## config.mk

```make
export PLATFORM = sky130hd
export DESIGN_NAME = store_buffer_flat
export DESIGN_NICKNAME = d
export VERILOG_FILES = /design/src/rtl/store_buffer_if.sv /design/src/rtl/store_buffer.sv /design/src/flat_wrapper.sv
export SDC_FILE = /design/constraint.sdc
export NUM_CORES = 1
export LEC_CHECK = 0
export CORE_AREA = 2 2 183 185
export CTS_CLUSTER_DIAMETER = 200
export DETAILED_ROUTE_END_ITERATION = 6
export DIE_AREA = 0 0 185 187
export GPL_ROUTABILITY_DRIVEN = 0
export PLACE_DENSITY = 0.83
export SLEW_MARGIN = 10
export SYNTH_ARGS = -nofsm -noshare
export SYNTH_HDL_FRONTEND = slang
export SYNTH_SLANG_ARGS = --single-unit
```

## constraint.sdc

```tcl
create_clock -name clk -period 14.2 [get_ports clk]
set_clock_uncertainty 0.2 [all_clocks]
set_input_delay 1.42 -clock clk [delete_from_list [all_inputs] [get_ports clk]]
set_output_delay 1.42 -clock clk [all_outputs]
set_load 0.01 [all_outputs]
```

## src/rtl/store_buffer_if.sv

```systemverilog
// Store path, DM write port and load-hazard signals of the store buffer.
// DM access-type encodings are provided here when const.v is not in the build.
`ifndef DM_w
`define DM_w 3'b000
`endif
`ifndef DM_h
`define DM_h 3'b001
`endif
`ifndef DM_b
`define DM_b 3'b010
`endif

interface store_buffer_if;
  logic        st_valid;
  logic        st_ready;
  logic [31:0] st_pc;
  logic [31:0] st_addr;
  logic [31:0] st_wd;
  logic [2:0]  st_type;
  logic        drain_en;
  logic        dm_wr;
  logic [31:0] dm_pc;
  logic [31:0] dm_addr;
  logic [31:0] dm_wd;
  logic [2:0]  dm_type;
  logic        ld_valid;
  logic [31:0] ld_addr;
  logic [2:0]  ld_type;
  logic        ld_stall;
  logic        ld_fwd_valid;
  logic [31:0] ld_fwd_data;

  modport master (
    output st_valid, st_pc, st_addr, st_wd, st_type, drain_en,
    output ld_valid, ld_addr, ld_type,
    input  st_ready, dm_wr, dm_pc, dm_addr, dm_wd, dm_type,
    input  ld_stall, ld_fwd_valid, ld_fwd_data
  );

  modport slave (
    input  st_valid, st_pc, st_addr, st_wd, st_type, drain_en,
    input  ld_valid, ld_addr, ld_type,
    output st_ready, dm_wr, dm_pc, dm_addr, dm_wd, dm_type,
    output ld_stall, ld_fwd_valid, ld_fwd_data
  );
endinterface

```

## src/rtl/store_buffer.sv

```systemverilog
// In-order store FIFO between MEM stage and the DM write port, with load hazard detection.
// Define STORE_BUF_FWD_EN to forward full-word stores to full-word loads instead of stalling.
module store_buffer #(
  parameter int DEPTH = 4,
  parameter int PTR_W = 2
) (
  input  logic          clk,
  input  logic          reset,
  store_buffer_if.slave bus
);

  typedef struct packed {
    logic [31:0] pc;
    logic [31:0] addr;
    logic [31:0] wd;
    logic [2:0]  typ;
  } entry_t;

  entry_t           r_mem [DEPTH];
  logic [PTR_W-1:0] r_head;
  logic [PTR_W-1:0] r_tail;
  logic [PTR_W:0]   r_count;

  logic             w_full;
  logic             w_empty;
  logic             w_push;
  logic             w_pop;
  logic [DEPTH-1:0] w_match;
  logic             w_fwd_hit;
  entry_t           w_head;
  logic             w_unused;

  assign w_full  = (r_count == (PTR_W+1)'(DEPTH));
  assign w_empty = (r_count == '0);
  assign w_push  = bus.st_valid && !w_full;
  assign w_pop   = !w_empty && bus.drain_en;
  assign w_head  = r_mem[r_head];

  assign bus.st_ready = !w_full;
  assign bus.dm_wr    = w_pop;
  assign bus.dm_pc    = w_head.pc;
  assign bus.dm_addr  = w_head.addr;
  assign bus.dm_wd    = w_head.wd;
  assign bus.dm_type  = w_head.typ;

  // An entry is live when its distance from head is below count; the pushing store is never compared.
  generate
    for (genvar gi = 0; gi < DEPTH; gi++) begin : g_match
      logic [PTR_W-1:0] w_off;
      assign w_off        = PTR_W'(gi) - r_head;
      assign w_match[gi]  = ({1'b0, w_off} < r_count) &&
                            (r_mem[gi].addr[11:2] == bus.ld_addr[11:2]);
    end
  endgenerate

`ifdef STORE_BUF_FWD_EN
  logic             w_yng_found;
  logic [PTR_W-1:0] w_yng_idx;
  logic [PTR_W-1:0] w_scan;

  // Walk from tail-1 back toward head; the first hit is the youngest matching store.
  always_comb begin
    w_yng_found = 1'b0;
    w_yng_idx   = '0;
    w_scan      = '0;
    for (int k = 1; k <= DEPTH; k++) begin
      w_scan = r_tail - PTR_W'(k);
      if (!w_yng_found && w_match[w_scan]) begin
        w_yng_found = 1'b1;
        w_yng_idx   = w_scan;
      end
    end
  end

  assign w_fwd_hit        = bus.ld_valid && (bus.ld_type == `DM_w) && w_yng_found &&
                            (r_mem[w_yng_idx].typ == `DM_w);
  assign bus.ld_fwd_valid = w_fwd_hit;
  assign bus.ld_fwd_data  = w_fwd_hit ? r_mem[w_yng_idx].wd : '0;
`else
  assign w_fwd_hit        = 1'b0;
  assign bus.ld_fwd_valid = 1'b0;
  assign bus.ld_fwd_data  = '0;
`endif

  assign bus.ld_stall = bus.ld_valid && (|w_match) && !w_fwd_hit;

  assign w_unused = ^{bus.ld_addr[31:12], bus.ld_addr[1:0], bus.ld_type};

  always_ff @(posedge clk) begin
    if (reset) begin
      r_head  <= '0;
      r_tail  <= '0;
      r_count <= '0;
      for (int i = 0; i < DEPTH; i++) begin
        r_mem[i] <= '0;
      end
    end else begin
      if (w_push) begin
        r_mem[r_tail] <= {bus.st_pc, bus.st_addr, bus.st_wd, bus.st_type};
        r_tail        <= r_tail + 1'b1;
      end
      if (w_pop) begin
        r_head <= r_head + 1'b1;
      end
      case ({w_push, w_pop})
        2'b10:   r_count <= r_count + 1'b1;
        2'b01:   r_count <= r_count - 1'b1;
        default: r_count <= r_count;
      endcase
    end
  end

endmodule

```

## src/flat_wrapper.sv

```systemverilog
// flat-port wrapper written by rule: the top's interface ports become plain ports
module store_buffer_flat 
#(
  parameter int DEPTH = 4,
  parameter int PTR_W = 2
)
  (clk, reset, bus_st_valid, bus_st_pc, bus_st_addr, bus_st_wd, bus_st_type, bus_drain_en, bus_ld_valid, bus_ld_addr, bus_ld_type, bus_st_ready, bus_dm_wr, bus_dm_pc, bus_dm_addr, bus_dm_wd, bus_dm_type, bus_ld_stall, bus_ld_fwd_valid, bus_ld_fwd_data);
  store_buffer_if bus_i ();
  input  logic clk;
  input  logic reset;
  input wire logic [$bits(bus_i.st_valid)-1:0] bus_st_valid;
  input wire logic [$bits(bus_i.st_pc)-1:0] bus_st_pc;
  input wire logic [$bits(bus_i.st_addr)-1:0] bus_st_addr;
  input wire logic [$bits(bus_i.st_wd)-1:0] bus_st_wd;
  input wire logic [$bits(bus_i.st_type)-1:0] bus_st_type;
  input wire logic [$bits(bus_i.drain_en)-1:0] bus_drain_en;
  input wire logic [$bits(bus_i.ld_valid)-1:0] bus_ld_valid;
  input wire logic [$bits(bus_i.ld_addr)-1:0] bus_ld_addr;
  input wire logic [$bits(bus_i.ld_type)-1:0] bus_ld_type;
  output wire logic [$bits(bus_i.st_ready)-1:0] bus_st_ready;
  output wire logic [$bits(bus_i.dm_wr)-1:0] bus_dm_wr;
  output wire logic [$bits(bus_i.dm_pc)-1:0] bus_dm_pc;
  output wire logic [$bits(bus_i.dm_addr)-1:0] bus_dm_addr;
  output wire logic [$bits(bus_i.dm_wd)-1:0] bus_dm_wd;
  output wire logic [$bits(bus_i.dm_type)-1:0] bus_dm_type;
  output wire logic [$bits(bus_i.ld_stall)-1:0] bus_ld_stall;
  output wire logic [$bits(bus_i.ld_fwd_valid)-1:0] bus_ld_fwd_valid;
  output wire logic [$bits(bus_i.ld_fwd_data)-1:0] bus_ld_fwd_data;
  assign bus_i.st_valid = bus_st_valid;
  assign bus_i.st_pc = bus_st_pc;
  assign bus_i.st_addr = bus_st_addr;
  assign bus_i.st_wd = bus_st_wd;
  assign bus_i.st_type = bus_st_type;
  assign bus_i.drain_en = bus_drain_en;
  assign bus_i.ld_valid = bus_ld_valid;
  assign bus_i.ld_addr = bus_ld_addr;
  assign bus_i.ld_type = bus_ld_type;
  assign bus_st_ready = bus_i.st_ready;
  assign bus_dm_wr = bus_i.dm_wr;
  assign bus_dm_pc = bus_i.dm_pc;
  assign bus_dm_addr = bus_i.dm_addr;
  assign bus_dm_wd = bus_i.dm_wd;
  assign bus_dm_type = bus_i.dm_type;
  assign bus_ld_stall = bus_i.ld_stall;
  assign bus_ld_fwd_valid = bus_i.ld_fwd_valid;
  assign bus_ld_fwd_data = bus_i.ld_fwd_data;
  store_buffer #(.DEPTH(DEPTH), .PTR_W(PTR_W)) u_core (.clk(clk), .reset(reset), .bus(bus_i));
endmodule
```

==> metrics.md, run 1 <==
| Metric | Value |
|---|---|
| Share of cells above drive strength 1 | 0.126 |
| Total of max-cap violations | 0 |
| Worst-path cell chain | clkdlybuf4s50_1 > xor2_1 > nor4_1 > o21ai_0 > o41ai_1 > o31a_1 > clkdlybuf4s50_1 |
| Largest net degree at the start of global routing | 76 |
| CP delay by family, top | buffers and inverters |
| Crit-path most repeated cell | clkdlybuf4s50_1 |
| Outcome | completed |
| Class of the worst hold path | reg -> reg |
| Worst skew pair latency | 0.53 ns |
| Final nets | 1,557 |
| Routed WL per cell | 20.3 um |
| Initial core utilization | 0.541 |
| Root Driver | clkbuf_16 |
| Post-CTS resize count | 0 |
| Yosys reg bits | 405 |
| Area growth syn-to-layout | 20.9% |
| Design area | 21,500 sq um |
| Hold_sp | u_core.r_count[1] |
| Worst slew pin tran | 1.05 ns |
| Startpoint Class | primary input |
| RSZ-0062 raised after global routing | false |
| Dpl cell area | 20,200 sq um |
| GR Util All Layers | 0.225 |
| Clock slew at reported path FFs | 0.06 ns |
| Sequential share of the synthesized area | 0.679 |
| Vias in the first global route | 10,600 |
| Setup TNS | 0 ns |
| Library cells used by synthesis | 34 |
| Terminus of the critical flop-to-flop path | u_core.r_mem[1][95] |
| Worst VDD drop | 0.000102 V |
| Crit share post-route | 0.376 |
| CTS max path bufs | 3 |
| Antenna violations before repair | 3 |
| R2R depth | 5 |
| Max FO, Critical Path | 4 |
| Sink Count | 405 |
| GRT Residual Overflow | 0 |
| Slew Viols, Final | 0 |
| WP data arrival | 3.72 ns |
| Cell Rows | 67 |
| Crit path buf inv count | 2 |
| Syn Inst Count | 1,207 |
| Worst rel slew slack | 0.303 |
| Leak | 8.19 nW |
| Pre-Repair DR Iteration Count | 5 |
| Average size of a mapped cell | 14.7 sq um |
| Cell Pwr Density | 161 nW/um^2 |
| Die W | 185 um |
| Final WL | 38.4 mm |
| H-tree levels | 2 |
| Die footprint | 34,600 sq um |
| Yosys warnings | 0 |
| Post-route DRC | 0 |
| Critical path class | in -> out |
| Flop2flop setup slack | 10.80 ns |
| Max stage delay on crit path | 0.54 ns |
| # fillers | 2,342 |
| F_max | 187 MHz |
| Finished Core Util | 0.654 |
| Core area | 32,900 sq um |
| IO Port Bufs | 215 |
| Post-CTS Setup Bufs | 0 |
| Hold endpoint | u_core.r_count[1] |
| Hold Path Depth | 2 |
| Via/cell ratio | 5.38 |
| Synthesized area | 17,800 sq um |
| Endpoint class of the critical path | output pin |
| Via count | 10,200 |
| Final setup viols | 0 |
| First-pass GRT wire length | 58.9 mm |
| I/O Pins | 274 |
| Fin crit period | 5.34 ns |
| CTS tree | yes |
| CTS buffer count | 41 |
| Req. time, crit path | 12.58 ns |
| Fin. Hold Viols | 0 |
| Reg-to-reg startpoint | u_core.r_count[0] |
| Hold_buf cts | 0 |
| Die span in y | 187 um |
| Tot Pwr | 3.46 mW |
| Critical path's slowest cell | clkdlybuf4s50_1 |
| Iteration-0 DRC Markers | 746 |
| Final antenna-violating net count | 0 |
| Post-DP HPWL | 21.7 mm |
## routing by layer
layer,GRT usage,routed length [um],vias to the layer above
met4,0.0601,800,0
met5,0,0,-
met2,0.389,19700,407
met1,0.292,14900,5081
li1,-,-,4623
met3,0.0473,3000,60
## cells by family after synthesis
kind of cell | synth area share
compound gates | 0.00612
buf+inv | 0.0532
xor+xnor | 0.0231
fa+ha+maj | 0.00464
flops | 0.679
mux | 0.125
simple gates | 0.109
other cells | 0.000211
## cells in the final DEF (no fill, tap or decap), types with 3 or more instances in the layout
cell             instances
inv_1                  104
diode_2                  3
xnor2_1                 14
clkinv_2                 5
clkbuf_1                10
edfxtp_1               396
o21ai_0                  4
xor2_1                  33
clkdlybuf4s50_1        215
nand2_1                101
clkinvlp_4               4
nor2_1                 207
nor4_1                   7
mux4_2                  99
clkbuf_16               43
and2_1                  99
a21oi_1                  6
buf_4                   15
dfxtp_1                  7
nand4_1                  4
conb_1                  33
clkinv_1                 6
ha_1                     5
## flip-flops by register name (all words and copies together), names as in the netlist, named ones only
| register | cells |
|---|---|
| u_core.r_mem | 396 |
| u_core.r_count | 3 |
| u_core.r_head | 2 |
| u_core.r_tail | 2 |
## cells in the mapped netlist (all sizes together)
library cell / number / area (sq um)
nor2: 208 / 788
nor4: 8 / 65.1
buf: 58 / 387
mux4: 99 / 2230
o21bai: 3 / 22.5
inv: 104 / 390
nand3: 1 / 5.00
xnor2: 14 / 123
edfxtp: 396 / 11900
a41o: 1 / 10.0
o21ai: 4 / 20.0
dfxtp: 9 / 180
nand2b: 3 / 18.8
nand2: 102 / 390
or3: 1 / 6.26
a21oi: 6 / 30.0
or3b: 1 / 8.76
ha: 5 / 62.6
conb: 1 / 3.75
nand4: 4 / 25.0
and2: 99 / 619
o41ai: 1 / 8.76
o31a: 2 / 17.5
clkbuf: 42 / 170
xor2: 33 / 289
fa: 1 / 20.0
or2: 1 / 6.26
## power breakdown
part	switching, mW	internal [mW]
sequential	0.0742	1.46
combinational	0.432	0.468
clock	0.435	0.582
## how the worst max path moves through the flow
| stage | endpoint | from | slack (ns) | depth (start not counted) |
|---|---|---|---|---|
| floorplan | u_core.r_mem[1][0] | bus_st_valid | 7.33 | 2 |
| global placement | bus_ld_stall | bus_ld_addr[4] | 8.91 | 7 |
| detailed placement | bus_ld_stall | bus_ld_addr[4] | 8.89 | 7 |
| CTS | bus_ld_stall | bus_ld_addr[4] | 8.89 | 7 |
| global route | bus_ld_stall | bus_ld_addr[10] | 8.72 | 7 |
| finish | bus_ld_stall | bus_ld_addr[4] | 8.86 | 7 |
## worst register-to-register path: cells and delay by family, from the launching register on
kind	cells	cell delay, ns
buf+inv	2	1.30
simple gates	2	0.43
compound gates	1	0.58
flops	1	0.46
## area by class of cell
type / instances / area (sq um) / share of cell area
Antenna cell: 3 / 7.51 / 0.000349
Clock buffer: 55 / 1140 / 0.0531
Clock inverter: 17 / 116 / 0.00541
Inverter: 104 / 390 / 0.0182
Multi-Input combinational cell: 630 / 4940 / 0.230
Sequential cell: 405 / 12100 / 0.562
Tap cell: 448 / 561 / 0.0261
Timing Repair Buffer: 230 / 2260 / 0.105
## metrics by stage
step / std cells / setup slack (ns) / hold slack (ns)
2_1_floorplan: 1239 / 7.33 / 0.298
3_3_place_gp: 1817 / 8.91 / 0.326
3_5_place_dp: 1817 / 8.89 / 0.351
4_1_cts: 1889 / 8.89 / 0.365
5_1_grt: 1891 / 8.72 / 0.415
6_report: 1892 / 8.86 / 0.371
(Power assumes the default switching activity.)
==> run 2: changes to the inputs <==
- CORE_AREA: 2 2 183 185 -> 2 2 194 196
- DIE_AREA: 0 0 185 187 -> 0 0 196 198
- PLACE_DENSITY: 0.83 -> 0.78
- clock period: 14.2 -> 4.5 ns (I/O delays scaled with it)
==> metrics.md, run 2 (same netlist as run 1, synthesis figures left out) <==
| Metric | Value |
|---|---|
| Iteration-0 DRC Markers | 646 (-13%) |
| Crit share post-route | 0.770 |
| CTS max path bufs | 3 (unchanged) |
| Final nets | 1,561 (+0.26%) |
| Max FO, Critical Path | 4 (unchanged) |
| CTS tree | yes |
| H-tree levels | 2 (unchanged) |
| I/O Pins | 274 (unchanged) |
| Outcome | completed |
| CTS buffer count | 43 (+4.9%) |
| Die W | 196 um (+5.9%) |
| Clock slew at reported path FFs | 0.05 ns (about the same) |
| Vias in the first global route | 10,600 (+0.038%) |
| GRT Residual Overflow | 0 (unchanged) |
| Post-CTS resize count | 0 (unchanged) |
| Worst rel slew slack | 0.371 (+0.0679) |
| Setup TNS | 0 ns (unchanged) |
| WP data arrival | 2.82 ns (-0.90 ns) |
| Share of cells above drive strength 1 | 0.125 (-0.000174) |
| Area of the multi-input gates | 4940 sq um (unchanged) |
| Dpl cell area | 20,400 sq um (+0.73%) |
| Routed WL per cell | 20.6 um (+1.4%) |
| Crit-path most repeated cell | clkdlybuf4s50_1 |
| Via/cell ratio | 5.25 (-2.4%) |
| Post-DP HPWL | 22.4 mm (+3.5%) |
| # fillers | 2,848 (+22%) |
| Design area | 21,700 sq um (+1.1%) |
| Top Registers | u_core.r_mem: 396 flops, u_core.r_count: 3 flops |
| Req. time, crit path | 3.85 ns (-8.73 ns) |
| Final antenna-violating net count | 0 (unchanged) |
| Area growth syn-to-layout | 22.2% |
| Class of the worst hold path | reg -> reg |
| Sink Count | 405 (unchanged) |
| Largest net degree at the start of global routing | 100 (+32%) |
| Critical path class | in -> out |
| F_max | 288 MHz |
| Tot Pwr | 11.2 mW (+220%) |
| Hold_buf cts | 0 (unchanged) |
| Root Driver | clkbuf_16 |
| GR Util All Layers | 0.206 (-0.0194) |
| Crit path buf inv count | 2 (unchanged) |
| Slew Viols, Final | 0 (unchanged) |
| Die span in y | 198 um (+5.9%) |
| Antenna violations before repair | 2 (-1) |
| Fin. Hold Viols | 0 (unchanged) |
| Cell Rows | 71 (+6.0%) |
| Leak | 8.29 nW (+1.2%) |
| Leading cell type in the layout, fill and taps excluded | edfxtp_1 |
| Post-route DRC | 0 (unchanged) |
| Endpoint class of the critical path | output pin |
| Final WL | 39.5 mm (+2.8%) |
| Via count | 10,100 (-1.1%) |
| CP delay by family, top | buffers and inverters |
| Worst-path cell chain | clkdlybuf4s50_1 > xor2_1 > nor4_1 > o21ai_0 > o41ai_1 > o31a_1 > clkdlybuf4s50_1 |
| Die footprint | 38,800 sq um (+12%) |
| Core area | 37,000 sq um (+12%) |
| Pre-Repair DR Iteration Count | 4 (-1) |
| Fin crit period | 3.47 ns |
| Most frequent cells in the layout | 396 x edfxtp_1, 215 x clkdlybuf4s50_1, 207 x nor2_1, 104 x inv_1, 101 x nand2_1 |
| Final setup viols | 0 (unchanged) |
| Post-CTS Setup Bufs | 0 (unchanged) |
| First-pass GRT wire length | 60.0 mm (+1.9%) |
| Worst VDD drop | 0.000330 V (+220%) |
| Critical path's slowest cell | clkdlybuf4s50_1 |
| Worst slew pin tran | 0.944 ns (-0.102 ns) |
| RSZ-0062 raised after global routing | false |
| Cell Pwr Density | 516 nW/um^2 (+220%) |
| Initial core utilization | 0.481 (-0.0600) |
| Worst skew pair latency | 0.54 ns (about the same) |
| Max stage delay on crit path | 0.54 ns (about the same) |
| FF+latch area | 12,100 sq um (unchanged) |
| Top reg by flops | u_core.r_mem |
| Max FFs per register | 396 (unchanged) |
| Total of max-cap violations | 0 (unchanged) |
| Startpoint Class | primary input |
| IO Port Bufs | 215 (unchanged) |
==> run 2: worst paths after layout <==
kind                startpoint                   to  slack [ns]  cells after the start
max             bus_ld_addr[3]         bus_ld_stall        1.03                      7
min          u_core.r_count[1]    u_core.r_count[1]        0.36                      2
max reg2reg  u_core.r_count[0]  u_core.r_mem[0][24]        1.72                      6
min reg2reg  u_core.r_count[1]    u_core.r_count[1]        0.36                      2
==> run 2: stage by stage <==
step	worst slack [ns]	cells	hold WS (ns)	utilization
3_5_place_dp	1.07	1845	0.344	0.552
2_1_floorplan	0.297	1239	0.298	-
6_report	1.03	1918	0.361	0.588
4_1_cts	1.04	1917	0.341	0.588
3_3_place_gp	1.08	1845	0.332	0.552
5_1_grt	0.881	1918	0.376	0.588
==> run 2: where the power goes <==
group | internal [mW] | switching (mW) | total (mW)
logic | 1.52 | 1.42 | 2.94
registers | 4.62 | 0.198 | 4.82
clock network | 2.06 | 1.40 | 3.46
==> run 2: layer usage <==
| metal | global-route usage | vias to the layer above | part of all wire |
|---|---|---|---|
| met4 | 0.0586 | 2 | 0.017 |
| met1 | 0.260 | 5038 | 0.39 |
| met3 | 0.0462 | 52 | 0.077 |
| li1 | - | 4630 | - |
| met2 | 0.360 | 340 | 0.51 |
| met5 | 0 | - | 0.00033 |
==> run 2: final cells by class <==
class	instances	share of cell area
Timing Repair Buffer	232	0.109
Inverter	104	0.0180
Tap cell	474	0.0273
Clock inverter	22	0.0108
Sequential cell	405	0.555
Multi-Input combinational cell	630	0.227
Clock buffer	50	0.0517
Antenna cell	1	0.000115
==> run 2: worst reg2reg max path, stage by stage, from the launching register on <==
cell     delay [ns]
dfxtp_1        0.45
or3b_1         0.29
nand2_4        0.15
nor4_4         0.17
buf_4          0.54
buf_4          0.60
and2_1         0.24
==> run 3: changes to the inputs <==
- CORE_AREA: 2 2 194 196 -> 2 2 185 187
- DIE_AREA: 0 0 196 198 -> 0 0 187 189
- PLACE_DENSITY: 0.78 -> 0.81
- clock period: 4.5 -> 3.5 ns (I/O delays scaled with it)
==> metrics.md, run 3 (same netlist as run 1, synthesis figures left out) <==
| Metric | Value |
|---|---|
| Outcome | completed |
| Diode count | 0 (-1) |
| Core area | 33,300 sq um (-9.9%) |
| Critical path class | reg -> out |
| Post-DP HPWL | 23.1 mm (+2.9%) |
| Leak | 8.31 nW (+0.25%) |
| IO Port Bufs | 215 (unchanged) |
| Routed WL per cell | 20.5 um (-0.45%) |
| Terminus of the critical flop-to-flop path | u_core.r_count[2] |
| Clk pwr share | 0.293 (-0.015) |
| Max FO, Critical Path | 6 (+2) |
| Post-CTS resize count | 0 (unchanged) |
| Die span in y | 189 um (-4.5%) |
| Area of the multi-input gates | 4940 sq um (unchanged) |
| CTS buffer count | 42 (-2.3%) |
| Pre-Repair DR Iteration Count | 5 (+1) |
| Cell Rows | 67 (-5.6%) |
| H-tree levels | 2 (unchanged) |
| Hold Path Depth | 2 (unchanged) |
| Switching power | 3.85 mW (+28%) |
| Internal | 10.3 mW (+26%) |
| Fin crit period | 3.31 ns |
| Endpoint class of the critical path | output pin |
| Crit share post-route | 0.946 |
| I/O Pins | 274 (unchanged) |
| Design area | 21,800 sq um (+0.17%) |
| Vias in the first global route | 10,900 (+2.4%) |
| Antenna violations before repair | 1 (-1) |
| Req. time, crit path | 2.95 ns (-0.90 ns) |
| Slew Viols, Final | 0 (unchanged) |
| Setup TNS | 0 ns (unchanged) |
| R2R depth | 8 (+2) |
| Iteration-0 DRC Markers | 817 (+26%) |
| FF+latch area | 12,100 sq um (unchanged) |
| Comb power frac | 0.271 (+0.009) |
| Via count | 10,200 (+1.6%) |
| Fin. Hold Viols | 0 (unchanged) |
| Largest net degree at the start of global routing | 100 (unchanged) |
| Die footprint | 35,300 sq um (-8.9%) |
| Final antenna-violating net count | 0 (unchanged) |
| Sink Count | 405 (unchanged) |
| Fin cells | 1,898 (-1.0%) |
| Most frequent cells in the layout | 396 x edfxtp_1, 215 x clkdlybuf4s50_1, 207 x nor2_1, 104 x inv_1, 101 x nand2_1 |
| Hold endpoint | u_core.r_mem[0][77] |
| Cell Pwr Density | 652 nW/um^2 (+26%) |
| Post-route DRC | 0 (unchanged) |
| Area growth syn-to-layout | 22.5% |
| CTS tree | yes |
| Switching Fraction | 0.271 (+0.00203) |
| Worst rel slew slack | 0.344 (-0.0268) |
| Max FFs per register | 396 (unchanged) |
| CTS max path bufs | 3 (unchanged) |
| Top reg by flops | u_core.r_mem |
| Reg-to-reg startpoint | u_core.r_count[2] |
| Die W | 187 um (-4.6%) |
| Worst skew pair latency | 0.52 ns (-0.02 ns) |
| Top Registers | u_core.r_mem: 396 flops, u_core.r_count: 3 flops |
| Worst slew pin tran | 0.982 ns (+0.0376 ns) |
| Hold_sp | bus_st_pc[10] |
| Register share of total power | 0.437 (+0.007) |
| Final WL | 38.9 mm (-1.5%) |
| Class of the worst hold path | in -> reg |
| Root Driver | clkbuf_16 |
| WP data arrival | 2.76 ns (-0.06 ns) |
| Post-CTS Setup Bufs | 0 (unchanged) |
| Hold_buf cts | 0 (unchanged) |
| Clock slew at reported path FFs | 0.06 ns (about the same) |
| Share of cells above drive strength 1 | 0.130 (+0.00422) |
| Final setup viols | 0 (unchanged) |
| Worst VDD drop | 0.000500 V (+52%) |
| # fillers | 2,366 (-17%) |
| Total of max-cap violations | 0 (unchanged) |
| Dpl cells | 1,827 (-0.98%) |
| Initial core utilization | 0.534 (+0.0531) |
| Via/cell ratio | 5.38 (+2.6%) |
| First-pass GRT wire length | 60.4 mm (+0.67%) |
| Finished Core Util | 0.654 (+0.0661) |
| GR Util All Layers | 0.224 (+0.0175) |
| RSZ-0062 raised after global routing | false |
| F_max | 302 MHz |
| Leading cell type in the layout, fill and taps excluded | edfxtp_1 |
| Flop2flop setup slack | 0.85 ns (-0.87 ns) |
| GRT Residual Overflow | 0 (unchanged) |
| Final nets | 1,568 (+0.45%) |
| Dpl cell area | 20,500 sq um (+0.63%) |
| Startpoint Class | flip-flop |
run 3: changes by cell type in the layout (fill, tap and decap cells not counted), sizes merged, moves of 2 or more:
cell and change:
buf +8, bufinv -3, clkbuf +3, clkinv -2, clkinvlp +2
run 3: stage by stage:
step	setup slack [ns]	hold slack [ns]	power, mW
floorplan	0.275	0.298	8.42
global placement	0.413	0.316	10.1
detailed placement	0.366	0.334	10.2
CTS	0.197	0.269	14.3
global route	0.00130	0.277	14.8
finish	0.188	0.297	14.2
run 3: worst max path at each step:
stage          cells after the start         startpoint                  to  slack, ns
2_1_floorplan                      6  u_core.r_count[0]  u_core.r_mem[0][0]       0.28
5_1_grt                            8   u_core.r_head[0]        bus_ld_stall      0.001
3_3_place_gp                       7     bus_ld_addr[4]        bus_ld_stall       0.41
3_5_place_dp                       7     bus_ld_addr[4]        bus_ld_stall       0.37
6_report                           8   u_core.r_head[0]        bus_ld_stall       0.19
4_1_cts                            8   u_core.r_head[0]        bus_ld_stall       0.20
run 3: routing by layer:
layer,wire [um],global-route usage,vias up,part of all wire
li1,-,-,4629,-
met1,15500,0.282,5147,0.40
met2,19700,0.395,390,0.51
met3,3010,0.0506,52,0.077
met4,671,0.0537,0,0.017
met5,0,0,-,0
run 3: layout make-up:
cell class	instances	share of cell area
Clock buffer	53	0.0511
Inverter	104	0.0179
Clock inverter	18	0.00724
Multi-Input combinational cell	630	0.227
Tap cell	448	0.0257
Timing Repair Buffer	240	0.117
Sequential cell	405	0.555
run 3: power groups by stage:
stage,clock network [mW],logic [mW],registers (mW)
5_1_grt,4.41,4.12,6.26
6_report,4.16,3.84,6.20
3_3_place_gp,0,3.85,6.27
4_1_cts,4.23,3.91,6.21
2_1_floorplan,0,2.26,6.16
3_5_place_dp,0,3.89,6.31
run 3: critical path, cell delays in order, from the launching register on:
cell	delay [ns]
dfxtp_1	0.43
xor2_1	0.24
inv_1	0.07
ha_1	0.26
a21oi_1	0.14
o21ai_0	0.09
nor4_1	0.30
o31a_1	0.18
clkdlybuf4s50_1	0.53
